**src/rtl/fpu_pkg.sv**
```systemverilog
// Shared types and constants for the FP add/sub result path.
package fpu_pkg;

  localparam int unsigned FP_W = 64;

  // Bit positions within an IEEE flag vector
  localparam int unsigned FLG_INV = 4;
  localparam int unsigned FLG_DZ  = 3;
  localparam int unsigned FLG_OVF = 2;
  localparam int unsigned FLG_UNF = 1;
  localparam int unsigned FLG_INX = 0;

  typedef logic [4:0] fp_flags_t;

  typedef enum logic {
    RUN  = 1'b0,
    TRAP = 1'b1
  } coll_state_t;

  typedef struct packed {
    logic [FP_W-1:0] data;
    fp_flags_t       flags;
    logic            db;
  } fp_result_t;

endpackage

```
**src/rtl/fpu_result_fifo.sv**
```systemverilog
// In-order synchronous FIFO of fp_result_t with a separate occupancy counter.
module fpu_result_fifo
  import fpu_pkg::*;
#(
  parameter int unsigned DEPTH = 4
) (
  input  logic                     clk,
  input  logic                     rst,
  input  logic                     push,
  input  logic                     pop,
  input  fp_result_t               wr_entry,
  output fp_result_t               head,
  output logic [$clog2(DEPTH):0]   count,
  output logic                     full,
  output logic                     empty
);

  localparam int unsigned AW = $clog2(DEPTH);
  localparam int unsigned CW = AW + 1;

  fp_result_t    mem [DEPTH];
  logic [AW-1:0] wr_ptr;
  logic [AW-1:0] rd_ptr;

  assign full  = (count == CW'(DEPTH));
  assign empty = (count == '0);
  assign head  = empty ? '0 : mem[rd_ptr];

  // Storage write; contents need no reset because head is masked when empty
  always_ff @(posedge clk) begin
    if (push) begin
      mem[wr_ptr] <= wr_entry;
    end
  end

  // Pointers wrap modulo DEPTH; occupancy tracked independently
  always_ff @(posedge clk) begin
    if (rst) begin
      wr_ptr <= '0;
      rd_ptr <= '0;
      count  <= '0;
    end else begin
      if (push) wr_ptr <= wr_ptr + AW'(1);
      if (pop)  rd_ptr <= rd_ptr + AW'(1);
      case ({push, pop})
        2'b10:   count <= count + CW'(1);
        2'b01:   count <= count - CW'(1);
        default: count <= count;
      endcase
    end
  end

endmodule

```
**src/rtl/fpu_result_collector.sv**
```systemverilog
// Collects FP add/sub results, forwards them in order to writeback,
// accumulates sticky IEEE flags and halts forwarding on enabled exceptions.
module fpu_result_collector
  import fpu_pkg::*;
#(
  parameter int unsigned DEPTH = 4,
  parameter int unsigned W     = 64
) (
  input  logic                   clk,
  input  logic                   rst,
  input  logic                   res_valid,
  output logic                   res_ready,
  input  logic [W-1:0]           res_data,
  input  logic [4:0]             res_flags,
  input  logic                   res_db,
  output logic                   wb_valid,
  input  logic                   wb_ready,
  output logic [W-1:0]           wb_data,
  output logic [4:0]             wb_flags,
  output logic                   wb_db,
  input  logic [4:0]             trap_en,
  input  logic                   flag_clr,
  output logic [4:0]             sticky_flags,
  output logic                   trap,
  output logic [4:0]             trap_cause,
  input  logic                   trap_ack,
  output logic [$clog2(DEPTH):0] count
);

  coll_state_t state, next_state;
  fp_flags_t   cause_next;
  fp_result_t  wr_entry;
  fp_result_t  head;
  logic        push, pop, full, empty;

  assign wr_entry = '{data: FP_W'(res_data), flags: res_flags, db: res_db};

  fpu_result_fifo #(.DEPTH(DEPTH)) u_fifo (
    .clk      (clk),
    .rst      (rst),
    .push     (push),
    .pop      (pop),
    .wr_entry (wr_entry),
    .head     (head),
    .count    (count),
    .full     (full),
    .empty    (empty)
  );

  assign res_ready = ~full;
  assign push      = res_valid & res_ready;
  assign wb_valid  = ~empty & (state == RUN);
  assign pop       = wb_valid & wb_ready;
  assign wb_data   = head.data[W-1:0];
  assign wb_flags  = head.flags;
  assign wb_db     = head.db;
  assign trap      = (state == TRAP);

  // Sticky flags; a commit in the same cycle as a clear survives the clear
  always_ff @(posedge clk) begin
    if (rst) begin
      sticky_flags <= '0;
    end else if (flag_clr) begin
      sticky_flags <= pop ? wb_flags : '0;
    end else if (pop) begin
      sticky_flags <= sticky_flags | wb_flags;
    end
  end

  // State and trap cause registers
  always_ff @(posedge clk) begin
    if (rst) begin
      state      <= RUN;
      trap_cause <= '0;
    end else begin
      state      <= next_state;
      trap_cause <= cause_next;
    end
  end

  // Next-state: trap on a committed result carrying an enabled flag
  always_comb begin
    next_state = state;
    cause_next = trap_cause;
    case (state)
      RUN: begin
        if (pop && ((wb_flags & trap_en) != '0)) begin
          next_state = TRAP;
          cause_next = wb_flags & trap_en;
        end
      end
      TRAP: begin
        if (trap_ack) begin
          next_state = RUN;
          cause_next = '0;
        end
      end
      default: next_state = RUN;
    endcase
  end

endmodule

```
**config.mk**
```make
export PLATFORM = sky130hd
export DESIGN_NAME = fpu_result_collector
export DESIGN_NICKNAME = d
export VERILOG_FILES = /design/src/rtl/fpu_pkg.sv /design/src/rtl/fpu_result_fifo.sv /design/src/rtl/fpu_result_collector.sv
export SDC_FILE = /design/constraint.sdc
export NUM_CORES = 1
export LEC_CHECK = 0
export BUFFER_PORTS_ARGS = -buffer_cell sky130_fd_sc_hd__buf_2
export CAP_MARGIN = 20
export CORE_MARGIN = 1.5
export CORE_UTILIZATION = 35
export CTS_CLUSTER_SIZE = 16
export DETAILED_ROUTE_END_ITERATION = 8
export HOLD_SLACK_MARGIN = 0.03
export PLACE_DENSITY = 0.63
export SLEW_MARGIN = 20
export SYNTH_ARGS = -nofsm -noshare
export SYNTH_HDL_FRONTEND = slang
export SYNTH_SLANG_ARGS = --single-unit
```
**constraint.sdc**
```tcl
create_clock -name clk -period 8.03 [get_ports clk]
set_input_delay 0.803 -clock clk [delete_from_list [all_inputs] [get_ports clk]]
set_output_delay 0.803 -clock clk [all_outputs]
set_load 0.03 [all_outputs]
```
==> summary.txt <==
Run status
  • Status: finished clean

Setup path
  • Startpoint Class: flop
  • FF-to-FF End: trap
  • Crit Path Category: reg2out
  • Cells along the critical path: buf_4 > mux4_2 > and2_1 > buf_2
  • Critical path's slowest cell: dfxtp_4
  • Crit path required time: 7.23 ns
  • CP Depth: 4
  • CP arrival: 3.13 ns
  • Worst setup EP type: output port
  • CP Buf/Inv Count: 2
  • Worst path max stage delay: 0.91 ns
  • Max FO, Critical Path: 48
  • Worst reg2reg path depth: 5
  • Reg-to-reg slack, setup: 4.95 ns
  • CP top delay family: flip-flops

Logic synthesis
  • Post-Synthesis Cell Area: 11600 µm²
  • Synth warn: 0
  • Top-count cell post-synth: edfxtp_1
  • Share of the synthesized area in the top cell type: 72.3%
  • Fraction of registers with async set/reset: 0%
  • Post-synthesis register bit count: 300
  • EDFF count, synth: 280
  • Synth Flop Type: edfxtp_1
  • Post-synthesis cell type count: 39
  • Area leader, netlist: edfxtp_1
  • Synth top area cells: edfxtp_1, mux4_2, and2_1
  • Syn_nets: 655
  • Post-synth top cells: edfxtp_1, and2_1, mux4_2
  • Synthesized instance count: 568
  • Syn Area/Cell: 20.5 µm²
  • Sequential-to-total area share from yosys stat: 75.7%

STA
  • Final WS setup: 4.10 ns
  • RSZ-0062 raised after global routing: no
  • Hold Vio Cnt, Final: 0
  • Max Freq: 254 MHz
  • Final min period: 3.93 ns
  • Final period utilization: 49.0%
  • Final Max Tran Viols: 0
  • Worst slew pin tran: 0.881 ns
  • Fin Setup TNS: 0 ns
  • Clk_skew: 0.0130 ns
  • Setup violators final: 0
  • Slew margin rel.: 41.3%

Power and ir drop
  • Clock group share of total power: 29.2%
  • Combinational power share: 31.9%
  • PwrDens: 366 nW/µm²
  • Register share of total power: 38.9%
  • Total design power: 5.16 mW
  • Switching power: 1.73 mW
  • Leak: 4.84 nW
  • Int Power: 3.42 mW
  • Sw Share: 33.6%
  • Worst VDD drop: 0.293 mV

Floorplanning
  • Die Span Y: 185 µm
  • Core ar.: 32600 µm²
  • Die ar.: 34300 µm²
  • FP Rows: 66
  • Starting density of the core: 35.7%
  • # IOs: 167
  • Die W: 185 µm

Clocking
  • Clock Pin Slew Worst Setup and Hold Paths: 0.05 ns
  • Total CTS buffers: 34
  • Clk_lat worst skew: 0.49 ns
  • Hold Buf Count CTS: 0
  • CTS Sinks: 300
  • CTS-repair resized insts: 0
  • Clock buffer depth: 3
  • TritonCTS clock tree: built
  • H-tree lvl count: 2
  • CTS Root Buffer Type: clkbuf_16
  • Setup bufs post-CTS: 0

Global routing
  • Largest net degree at the start of global routing: 76
  • First-pass GRT wire length: 35400 µm
  • Via count of the first global-routing pass: 6134
  • Total global routing overflow: 0
  • Initial antenna violation count: 3
  • GRT Total Usage: 13.8%

Placement
  • Final HPWL DP: 13900 µm
  • Pre-CTS setup slack: 4.46 ns
  • Placed cells: 1156
  • GPL Wtd Cong: 0.710
  • IO buf count: 166

Min path
  • Hold Crit Class: reg2reg
  • Hold path endpoint: sticky_flags[0]
  • Hold Startpoint: sticky_flags[0]
  • Hold path cells: 2

Layout
  • Area grow syn2layout: 21.0%
  • Storage element area: 8820 µm²
  • Area occupied by multi-input gates: 2690 µm²
  • Finished Core Util: 43.1%
  • Fill cell count: 2875
  • Ratio of cells with drive above 1 in the final layout: 39.1%
  • # nets final: 837
  • Final cell count without fillers: 1216

Detailed routing
  • Detailed-route wire length: 23500 µm
  • Avg WL per Cell: 19.3 µm
  • Via Count: 5838
  • Routed vias/inst: 4.80
  • Antenna viol nets, final: 0
  • Number of DRC markers in iteration 0: 350
  • DRT Pass-1 Iters: 6
  • DRC viols: 0

Run
  • Max-cap violations: 0
## worst reg2reg max path: stages, from the launching register on
cell and delay (ns):
dfxtp_4 0.91, buf_4 0.67, mux4_2 0.68, a22oi_4 0.26, nand4b_4 0.17, a32o_1 0.29
## flip-flops by register name (all words and copies together) (netlist names), named ones only
signal         cells
trap_cause         5
u_fifo.count       3
u_fifo.wr_ptr      2
sticky_flags       5
u_fifo.rd_ptr      2
u_fifo.mem       280
trap               1
## power groups by stage
stage / Combinational (mW) / Clock, mW / Sequential, mW
after floorplan: 1.23 / 0 / 2.00
after global placement: 1.67 / 0 / 2.04
after detailed placement: 1.68 / 0 / 2.05
after CTS: 1.68 / 1.55 / 2.02
after global routing: 1.78 / 1.61 / 2.03
final: 1.64 / 1.50 / 2.01
## layout make-up
type                            instances  area share [%]
Antenna cell                            1          0.0178
Clock buffer                           44            6.77
Clock inverter                         15           0.996
Inverter                                7           0.187
Multi-Input combinational cell        233            19.1
Sequential cell                       300            62.7
Tap cell                              442            3.93
Timing Repair Buffer                  174            6.33
## cell families after synthesis
group                      share of synthesized area (%)
adders and majority gates                          0.710
AOI/OAI and AO/OA                                   1.91
and+or+nand+nor                                     6.03
buffers and inverters                               1.34
DFF                                                 75.7
xor gates and xnor gates                           0.377
muxes                                               13.9
## worst max-delay path by stage
stage	start	endpoint	slack [ns]
after floorplan	u_fifo.count[0]	u_fifo.mem[0][0]	4.88
after global placement	flop	wb_flags[2]	4.48
after detailed placement	flop	wb_flags[2]	4.46
after CTS	flop	wb_flags[2]	3.92
after global routing	flop	wb_flags[2]	3.77
final	flop	wb_flags[4]	4.10
## metrics by stage
| stage | hold slack [ns] | cell area, µm² |
|---|---|---|
| CTS | 0.472 | 14100 |
| global placement | 0.465 | 13000 |
| global route | 0.500 | 14100 |
| finish | 0.471 | 14100 |
| floorplan | 0.469 | 11600 |
| detailed placement | 0.462 | 13000 |
## cell usage in the layout (no fill, tap or decap), drive strengths merged, types with 7 or more instances in the layout
cell    count
a21oi       8
and2       70
buf       174
clkbuf     44
clkinv     11
dfxtp      20
edfxtp    280
inv         7
mux4       68
nand2      11
nor2       14
## routing by layer
metal,vias up,GRT usage (%),share of wire (%)
met4,4,4.10,2.2
met1,3008,17.0,42
met2,144,23.3,49
met3,40,4.17,6.7
met5,-,0,0.11
li1,2642,-,-
(Power assumes the default switching activity.)
